[src/rtl/img_mem_pkg.sv]
// img_mem_pkg: shared definitions for the image-memory write path.
//   img_wr_state_t : writer FSM state encoding
//   IMG_DEPTH      : pixels per 28x28 frame
//   PIX_W          : pixel width
//   params_ok()    : legality check for the bank count and gap length
package img_mem_pkg;

  typedef enum logic [1:0] {
    ST_IDLE  = 2'd0,
    ST_WRITE = 2'd1,
    ST_GAP   = 2'd2,
    ST_DONE  = 2'd3
  } img_wr_state_t;

  localparam int IMG_DEPTH = 784;
  localparam int PIX_W     = 8;
  localparam int MAX_BANKS = 8;
  localparam int MAX_GAP   = 15;

  function automatic bit params_ok(input int banks, input int gap);
    return (banks >= 1) && (banks <= MAX_BANKS) && (gap >= 0) && (gap <= MAX_GAP);
  endfunction

endpackage

[src/rtl/img_mem_writer_bank_addr_gen.sv]
// bank_addr_gen: bank-interleave address generator.
// Walks pixel index p as (bank = p mod BANKS, row = p div BANKS) using a
// wrapping bank counter that carries into the row counter.
// Ports:
//   clk, reset_n   : clock, async active-low reset
//   clr            : synchronous clear of bank and row counters
//   adv            : advance to the next pixel position
//   row            : current row address (shared by all banks)
//   bank_onehot    : one-hot decode of the current bank index
module bank_addr_gen
  import img_mem_pkg::*;
#(
  parameter int BANKS  = 1,
  parameter int ADDR_W = 1
) (
  input  logic              clk,
  input  logic              reset_n,
  input  logic              clr,
  input  logic              adv,
  output logic [ADDR_W-1:0] row,
  output logic [BANKS-1:0]  bank_onehot
);

  localparam int BIDX_W = (BANKS > 1) ? $clog2(BANKS) : 1;
  localparam logic [BIDX_W-1:0] BANK_LAST = BIDX_W'(BANKS - 1);

  logic [BIDX_W-1:0] bank_idx;

  always_ff @(posedge clk or negedge reset_n) begin
    if (!reset_n) begin
      bank_idx <= '0;
      row      <= '0;
    end else if (clr) begin
      bank_idx <= '0;
      row      <= '0;
    end else if (adv) begin
      if (bank_idx == BANK_LAST) begin
        bank_idx <= '0;
        row      <= row + ADDR_W'(1);
      end else begin
        bank_idx <= bank_idx + BIDX_W'(1);
      end
    end
  end

  always_comb begin
    bank_onehot = '0;
    for (int i = 0; i < BANKS; i++) begin
      bank_onehot[i] = (bank_idx == BIDX_W'(i));
    end
  end

endmodule

[src/rtl/img_mem_writer.sv]
// img_mem_writer: write-side addresser for the input-image memory.
// Accepts one pixel per valid/ready beat and writes it into one of BANKS
// image banks (bank-interleaved), optionally idling GAP cycles after each
// pixel, and raises done after DEPTH pixels.
// Ports:
//   clk, reset_n         : clock, async active-low reset
//   start                : begin a frame (honoured in IDLE or DONE)
//   abort                : return to IDLE, highest priority
//   in_valid, in_data    : pixel beat from the bus slave
//   in_ready             : combinational ready, high only in WRITE without abort
//   mem_we               : registered one-hot bank write enable
//   mem_addr, mem_wdata  : registered row address and write data
//   count                : pixels accepted in the current frame
//   busy                 : registered, high in WRITE or GAP
//   done                 : registered level, high in DONE
//
// state  | meaning
// IDLE   | waiting for start
// WRITE  | ready for a pixel
// GAP    | enforced idle after a pixel, in_ready low
// DONE   | DEPTH pixels written, waiting for start
module img_mem_writer
  import img_mem_pkg::*;
#(
  parameter  int DEPTH      = IMG_DEPTH,
  parameter  int DATA_W     = PIX_W,
  parameter  int BANKS      = 1,
  parameter  int GAP        = 0,
  localparam int BANK_DEPTH = (DEPTH + BANKS - 1) / BANKS,
  localparam int ADDR_W     = (BANK_DEPTH > 1) ? $clog2(BANK_DEPTH) : 1,
  localparam int CNT_W      = $clog2(DEPTH + 1)
) (
  input  logic              clk,
  input  logic              reset_n,
  input  logic              start,
  input  logic              abort,
  input  logic              in_valid,
  input  logic [DATA_W-1:0] in_data,
  output logic              in_ready,
  output logic [BANKS-1:0]  mem_we,
  output logic [ADDR_W-1:0] mem_addr,
  output logic [DATA_W-1:0] mem_wdata,
  output logic [CNT_W-1:0]  count,
  output logic              busy,
  output logic              done
);

  if (!params_ok(BANKS, GAP)) begin : g_param_err
    $error("img_mem_writer: BANKS must be 1..8 and GAP must be 0..15");
  end

  localparam logic [CNT_W-1:0] LAST_CNT = CNT_W'(DEPTH - 1);
  localparam logic [3:0]       GAP_LOAD = (GAP > 0) ? 4'(GAP - 1) : 4'd0;

  img_wr_state_t     state, state_next;
  logic [3:0]        gap_cnt;
  logic              accept;
  logic              last;
  logic              clr;
  logic              gap_load;
  logic [ADDR_W-1:0] row;
  logic [BANKS-1:0]  bank_onehot;

  // The row/bank counters are not advanced on the final pixel so they never
  // step past the last valid position of the frame.
  bank_addr_gen #(
    .BANKS  (BANKS),
    .ADDR_W (ADDR_W)
  ) u_addr (
    .clk         (clk),
    .reset_n     (reset_n),
    .clr         (clr),
    .adv         (accept && !last),
    .row         (row),
    .bank_onehot (bank_onehot)
  );

  always_ff @(posedge clk or negedge reset_n) begin
    if (!reset_n) begin
      state <= ST_IDLE;
    end else begin
      state <= state_next;
    end
  end

  always_comb begin
    state_next = state;
    clr        = 1'b0;
    gap_load   = 1'b0;
    in_ready   = (state == ST_WRITE) && !abort;
    accept     = in_ready && in_valid;
    last       = accept && (count == LAST_CNT);

    if (abort) begin
      state_next = ST_IDLE;
      clr        = 1'b1;
    end else begin
      case (state)
        ST_IDLE, ST_DONE: begin
          if (start) begin
            state_next = ST_WRITE;
            clr        = 1'b1;
          end
        end
        ST_WRITE: begin
          if (accept) begin
            if (last) begin
              state_next = ST_DONE;
            end else if (GAP > 0) begin
              state_next = ST_GAP;
              gap_load   = 1'b1;
            end
          end
        end
        ST_GAP: begin
          if (gap_cnt == 4'd0) begin
            state_next = ST_WRITE;
          end
        end
        default: state_next = ST_IDLE;
      endcase
    end
  end

  // busy/done follow the next state so they line up with the state register.
  always_ff @(posedge clk or negedge reset_n) begin
    if (!reset_n) begin
      gap_cnt   <= '0;
      count     <= '0;
      mem_we    <= '0;
      mem_addr  <= '0;
      mem_wdata <= '0;
      busy      <= 1'b0;
      done      <= 1'b0;
    end else begin
      busy   <= (state_next == ST_WRITE) || (state_next == ST_GAP);
      done   <= (state_next == ST_DONE);
      mem_we <= accept ? bank_onehot : '0;
      if (accept) begin
        mem_addr  <= row;
        mem_wdata <= in_data;
      end
      if (clr) begin
        count <= '0;
      end else if (accept) begin
        count <= count + CNT_W'(1);
      end
      if (gap_load) begin
        gap_cnt <= GAP_LOAD;
      end else if ((state == ST_GAP) && (gap_cnt != 4'd0)) begin
        gap_cnt <= gap_cnt - 4'd1;
      end
    end
  end

endmodule

[config.mk]
export PLATFORM = sky130hd
export DESIGN_NAME = img_mem_writer
export DESIGN_NICKNAME = d
export VERILOG_FILES = /design/src/rtl/img_mem_pkg.sv /design/src/rtl/img_mem_writer_bank_addr_gen.sv /design/src/rtl/img_mem_writer.sv
export SDC_FILE = /design/constraint.sdc
export NUM_CORES = 1
export LEC_CHECK = 0
export ABC_AREA = 1
export CORE_ASPECT_RATIO = 1.5
export CORE_MARGIN = 2
export CORE_UTILIZATION = 52
export CTS_BUF_LIST = sky130_fd_sc_hd__clkbuf_16
export DETAILED_ROUTE_END_ITERATION = 8
export PLACE_DENSITY = 0.8
export SLEW_MARGIN = 5
export SYNTH_ARGS = -nofsm -noshare
export SYNTH_HDL_FRONTEND = slang
export SYNTH_SLANG_ARGS = --single-unit
[constraint.sdc]
create_clock -name clk -period 2.8 [get_ports clk]
set_clock_uncertainty 0.15 [all_clocks]
set_input_delay 0.84 -clock clk [delete_from_list [all_inputs] [get_ports clk]]
set_output_delay 0.84 -clock clk [all_outputs]
set_load 0.02 [all_outputs]
**Yosys cells after proc, flatten, opt, wreduce, memory -nomap -nowiden**

Index checks and enable logic that the tools add are counted.

- Register bits: 48
- Output and inout port bits: 32

- Add/subtract/negate cells: 4
- Equal/unequal tests: 8
- Muxes and demuxes: 18
- Bitwise gates (word level): 1
- Reductions and logical operators: 15

Operators by type and width:

| kind | count |
|---|---|
| 10-bit 2-to-1 mux | 5 |
| 10-bit by 1-bit adder with 10-bit output (second input constant) | 2 |
| 10-bit equality test (second input constant) | 1 |
| 2-bit 2-to-1 mux | 5 |
| 2-bit equality test (second input constant) | 4 |
| 1-bit 2-to-1 mux | 7 |
| 2-bit one-hot mux with 3 select lines | 1 |
| 1-bit logical AND | 5 |
| 2-bit by 1-bit equality test with 1-bit output (second input constant) | 2 |
| 4-bit logical NOT | 1 |
| 2-bit nonzero test | 2 |
| 4-bit nonzero test | 1 |
| 4-bit by 1-bit subtractor with 4-bit output (second input constant) | 1 |
| 1-bit logical NOT | 2 |
| 2-bit logical NOT | 1 |
| 2-bit != test (second input constant) | 1 |
| 2-bit AND reduction | 1 |
| 2-bit OR reduction | 1 |
| 1-bit adder (second input constant) | 1 |
| 1-bit logical OR | 1 |
| 1-bit NOT | 1 |

**Logic depth before layout (Yosys ltp)**

Gate-level depths: netlist (run 1).

- Depth in word-level cells: 10
- Mapped depth: 9
- Gate-level depth less buffers: 9

**Hierarchy**

From an unflattened synthesis (run 1), not the netlist that was laid out.

- Cell total of the unflattened synthesis: 273
- Area, all modules: 2223.4 um2

Modules (own cells, without submodules):

| module | times used | cells an instance | area each (um2) | seq. area each (um2) |
|---|---|---|---|---|
| img_mem_writer | 1 | 205 | 1694.1 | 925.9 |
| bank_addr_gen | 1 | 68 | 529.3 | 250.2 |

**Worst setup path before layout (run 1)**

OpenSTA, ideal clock, no wires.

- Kind: input -> output
- Start: in abort
- End: out in_ready
- Arrival time: 1.107 ns
- Slack: 0.703 ns
- Stages on the path: 3
- Cell sequence: inv_2 nand2_1 inv_1

- Cells in the longest elaborated chain, start to end: 2

Ends and longest elaborated chain:

| what | RTL line | RTL |
|---|---|---|
| start: declaration | img_mem_writer.sv:36 | `input logic abort,` |
| 1-bit logical NOT | img_mem_writer.sv:90 | `in_ready = (state == ST_WRITE) && !abort;` |
| 1-bit logical AND | img_mem_writer.sv:90 |  |
| end: declaration | img_mem_writer.sv:39 | `output logic in_ready,` |

Every way passes these cells.

**Final worst setup path (run 1)**

Same ends and word-level chain as after synthesis.

==> flow_summary.ini, run 1 <==
[placed_design]
hpwlAfterDp_mm = 3.663
io_buffers = 44
postPlaceCellArea_um2 = 2890
gp_congestion = 0.8046
place_ws_ns = -0.2566

[route]
routed_wl_mm = 5.156
wl_met1_mm = 2.023
highest_layer = met4
wl_met2_mm = 2.868
final_antenna_net_count = 0
drcViolationCount = 0
wl_met3_um = 155
first_pass_iters = 5
wl_per_cell_um = 13.43
vias_per_cell = 5.250
route.vias.total = 2016
first_iter_violations = 101

[timing]
tns_ns = 0
period_needed_ns = 2.626
finalHoldViolations = 0
slew_headroom_pct = 80.10
hold_slack_ns = 0.3338
rsz0062_at_grt = false
drv_slew = 0
worst_pin_slew_ns = 0.2962
fin_crit_sh_pct = 93.79
setup_slack_ns = 0.1739
setup_violations = 0
fmax_mhz = 380.8

[floorplan]
initial_core_util_pct = 52.91
die_w_um = 59.05
io_pins = 45
fp.coreArea_um2 = 4467
die_area_um2 = 5112
num_rows = 30
fp.dieH_um = 86.57

[global_routing]
overflow = 0
grt_max_degree = 48
grt_pass1_wl_mm = 8.783
antenna_found_initial = 0
grtUsageTotal_pct = 22.28
grt_pass1_vias = 2023

[clock_tree]
htreeDepth = 2
clock_latency_ns = 0.28
cts.sinks = 47
cts_root_buf = clkbuf_16
clk_pin_slew_ns = 0.06
cts_tree = built
cts_buffers = 5
post_cts.repair.setup_buffers = 0
cts_buffer_depth = 2

[synth]
yosysMostFrequentCell = nand2_1
synth_top_family_by_area = simple AND/OR/NAND/NOR gates
avgSynthCellArea_um2 = 8.352
ys_seq_elements = 47
synth_edf_count = 0
synth-xor-area-share_pct = 1.112
synth_top_flop_cell = dfrtp_1
synth.largest_area_cell = dfrtp_1
ys_warn_count = 0
synth_fa_ha_area_share_pct = 3.706
synth_area_um2 = 2364
yosysSeqAreaShare_pct = 49.76
ys_top_cells_by_area = dfrtp_1 (50%), nand2_1 (13%), inv_1 (5.1%)
synth_top_area_share_pct = 49.76
syn_inst = 283
yosys.area_share.simple_pct = 27.85
synth_common_cells = nand2_1 (84), dfrtp_1 (47), inv_1 (32)
synth-compound-area-share_pct = 10.43
synthMuxAreaShare_pct = 0
async_reset_ff_share_pct = 100.0
syn-num-nets = 303
yosysUniqueCellTypes = 29

[layout]
stdcell_area_um2 = 3074
diodes = 0
final_layout_size_suffix_gt1_share_pct = 11.01
syn2layout_area_growth_pct = 30.07
nets = 355

[flow_run]
maxCapViolCount = 0

[setup_path]
required_ns = 1.81
reg2reg_slack_ns = 0.80
end_kind = primary output
reg2reg_to = u_addr.row[7]$_DFFE_PN0P_
crit_type = in -> out
r2r-start = state[0]$_DFF_PN0_
worstPathMaxFanout = 2
startpoint_type = input port
r2r.worst_path.cells = 9
worstPathArrival_ns = 1.64

[pwr]
cellPowerDensity_nw_per_um2 = 583.4
fin_total_pwr_mw = 1.794
p_leak_nw = 1.425
peakVddDrop_v = 0.0004076

[worst_hold_path]
worstHoldEndpoint = mem_wdata[3]$_DFFE_PN0P_
whs_path_depth = 2
hold_path.class = reg -> reg
min-delay-start = mem_wdata[3]$_DFFE_PN0P_

[outcome]
status = complete, no violations
## registers in the layout, indices dropped and copies added, names as in the netlist
signal and cells:
count 10, mem_addr 10, u_addr.row 10, mem_wdata 8, gap_cnt 4, state 2, busy 1, done 1
mem_we 1
## worst max-delay path by stage
stage               startpoint  endpoint  slack, ns
CTS                      abort  in_ready      0.003
detailed placement       abort  in_ready      -0.26
global placement         abort  in_ready      -0.25
global route             abort  in_ready       0.13
floorplan                abort  in_ready       0.70
finish                   abort  in_ready       0.17
## logic make-up (layout without fill, tap and decap cells)
family                   count (synthesis)  after routing
AO/OA/AOI/OAI                           41             41
XOR/XNOR                                 3              3
adder cells (fa/ha/maj)                  7              7
buffers and inverters                   42             95
flip-flops                              47             47
AND/OR/NAND/NOR                        143            143
## cell type report
cell class | count | area (um^2)
inverters | 36 | 135.1
well taps | 48 | 60.06
fillers | 359 | 1393
clock inverters | 3 | 63.81
multi-input cells | 194 | 1018
flip-flops and latches | 47 | 1176
clock buffers | 5 | 125.1
repair buffers | 51 | 495.5
## worst max-delay path: stages
cell             delay, ns
clkdlybuf4s50_1       0.52
inv_2                 0.05
nand2_1               0.05
inv_1                 0.04
clkbuf_2              0.14
## metrics by stage
stage | cells | utilization [%]
2_1_floorplan | 283 | -
3_3_place_gp | 376 | 64.71
3_5_place_dp | 376 | 64.71
4_1_cts | 384 | 68.91
5_1_grt | 384 | 68.82
6_report | 384 | 68.82
## cells in the final DEF, fill, tap and decap left out, drive strengths merged
cell           count
o211ai             1
xor2               3
nand2             88
o21bai             1
nor2              24
buf                8
nand4              8
clkdlybuf4s50     42
nor3b              1
nor3               3
bufinv             2
a21oi              7
o31ai              1
o21ai             30
inv               37
a22o               1
nand3             19
clkbuf             6
dfrtp             47
ha                 7
## layer usage
layer  track usage [%]  vias to the layer above
li1                  -                     1012
met1             25.22                      947
met2             40.71                       46
met3             3.284                       11
met4             8.884                        0
met5                 0                        -
## report_power, final
part	switching (mW)	total (mW)	internal, mW
Clock	0.246	0.754	0.508
Combinational	0.161	0.287	0.126
Sequential	0.0274	0.752	0.725
Total	0.434	1.79	1.36
## what timing repair did
action | 4_1_cts | 5_1_grt
hold buffers | 0 | 0
hold endpoints to repair | 0 | 0
endpoints found under the setup margin | 1 | 1
gates resized for setup | 1 | 2
Power figures use the tool's default switching activity.
==> run 2: changes to the inputs <==
- REMOVE_ABC_BUFFERS: default -> 1
==> run 2 against run 1 <==
  * Global-route usage decreased by 1.2 points
  * Critical path depth unchanged
  * Sequential power barely moved
  * Maximum frequency decreased by 3.5%
==> flow_summary.ini, run 2 (synthesis gave the netlist of run 1 again) <==
[timing]
rsz0062_at_grt = false
period_needed_ns = 2.722
finalHoldViolations = 0
fin_crit_sh_pct = 97.23
setup_violations = 0
fmax_mhz = 367.3
worst_pin_slew_ns = 0.5691
slew_headroom_pct = 62.06
drv_slew = 0

[layout]
multi_input_area_um2 = 1018
regArea_um2 = 1176
diodes = 0
syn2layout_area_growth_pct = 27.85
stdcell_area_um2 = 3022
mostFrequentLayoutCell = nand2_1
final_layout_size_suffix_gt1_share_pct = 10.39
nets = 356
layout_common_cells = nand2_1 (84), dfrtp_1 (47), clkdlybuf4s50_1 (42)
nFillCells = 371
reg_top3 = count (10), mem_addr (10), u_addr.row (10)

[route]
first_iter_violations = 51
drcViolationCount = 0
route.vias.total = 2030
wl_per_cell_um = 12.88
first_pass_iters = 4
vias_per_cell = 5.273
final_antenna_net_count = 0
routed_wl_mm = 4.958

[clock_tree]
cts_buffers = 5
cts_tree = built
cts.sinks = 47
cts_root_buf = clkbuf_16
clock_latency_ns = 0.28
clk_pin_slew_ns = 0.06
cts_buffer_depth = 2
htreeDepth = 2
post_cts.repair.setup_buffers = 0
cts_hold_buf = 0

[outcome]
status = complete, no violations

[placed_design]
gp_congestion = 0.8486
io_buffers = 44
postPlaceCellArea_um2 = 2885
hpwlAfterDp_mm = 3.845

[floorplan]
fp.dieH_um = 86.57
die_w_um = 59.05
fp.coreArea_um2 = 4467
initial_core_util_pct = 52.91
io_pins = 45
num_rows = 30
die_area_um2 = 5112

[setup_path]
reg2reg_slack_ns = 0.84
worstPathMaxFanout = 2
startpoint_type = input port
crit_type = in -> out
required_ns = 1.81
end_kind = primary output
worstPathArrival_ns = 1.73

[global_routing]
overflow = 0
grtUsageMet3_pct = 3.582
grtUsageMet1_pct = 23.67
gr-max-usage-layer = met2
grt_pass1_vias = 2048
grt_max_degree = 27
grt_pass1_wl_mm = 8.397
met2_usage_pct = 38.08
grtUsageTotal_pct = 21.06
antenna_found_initial = 0

[worst_hold_path]
hold_path.class = reg -> reg

[pwr]
cellPowerDensity_nw_per_um2 = 527.2
p_leak_nw = 1.400
fin_total_pwr_mw = 1.593
peakVddDrop_v = 0.0004604

[flow_run]
maxCapViolCount = 0
==> run 2: final timing paths <==
| path | start | to | depth (start not counted) |
|---|---|---|---|
| worst max-delay path | abort | in_ready | 5 |
| worst min-delay path | mem_wdata[0]$_DFFE_PN0P_ | mem_wdata[0]$_DFFE_PN0P_ | 2 |
| worst max register to register | state[0]$_DFF_PN0_ | u_addr.row[5]$_DFFE_PN0P_ | 9 |
| worst min register to register | mem_wdata[0]$_DFFE_PN0P_ | mem_wdata[0]$_DFFE_PN0P_ | 2 |
| max in group asynchronous | reset_n | state[1]$_DFF_PN0_ | 2 |
| min in group asynchronous | reset_n | mem_addr[8]$_DFFE_PN0P_ | 1 |
==> run 2: final cells by class <==
cell class,count,share of cell area [%]
flip-flops and latches,47,38.92
multi-input cells,194,33.71
repair buffers,52,16.40
inverters,36,4.472
clock buffers,5,4.141
well taps,48,1.988
clock inverters,3,0.3727
==> run 2: critical path, stage by stage <==
cell and delay, ns:
clkdlybuf4s50_1 0.49, inv_2 0.04, nand2_1 0.05, inv_1 0.03, clkdlybuf4s15_1 0.27
==> run 2: routing by layer <==
metal	wire, um	part of all wire (%)
met5	0	0
met3	128	2.6
met1	1958	39
met4	80	1.6
met2	2790	56
==> run 2: per-stage QoR <==
step / cells / hold WS [ns] / utilization (%) / TNS (ns) / setup slack (ns)
2_1_floorplan: 277 / 0.3024 / - / 0 / 0.6436
3_3_place_gp: 377 / 0.3118 / 64.59 / -0.2014 / -0.2014
3_5_place_dp: 377 / 0.3154 / 64.59 / -0.2201 / -0.2201
4_1_cts: 385 / 0.3314 / 67.62 / 0 / 0.03773
5_1_grt: 385 / 0.3407 / 67.65 / 0 / 0.01908
6_report: 385 / 0.3286 / 67.65 / 0 / 0.07766
==> run 2: timing repair <==
| item | 4_1_cts | 5_1_grt |
|---|---|---|
| hold endpoints to repair | 0 | 0 |
| endpoints found under the setup margin | 1 | 1 |
| resized for setup | 1 | 1 |
| pin swaps | 0 | 0 |
==> run 2: power by group <==
| part | leakage, nW | internal (mW) | total, mW | switching (mW) |
|---|---|---|---|---|
| Sequential | 0.640 | 0.725 | 0.752 | 0.0266 |
| Combinational | 0.691 | 0.126 | 0.286 | 0.161 |
| Clock | 0.0701 | 0.321 | 0.555 | 0.233 |
| Total | 1.40 | 1.17 | 1.59 | 0.421 |
==> run 3: changes to the inputs <==
- GPL_ROUTABILITY_DRIVEN: default -> 1
- HOLD_SLACK_MARGIN: default -> 0.08
==> results of run 3 <==
No change in the layout: final DEF, timing and power equal those of run 2.
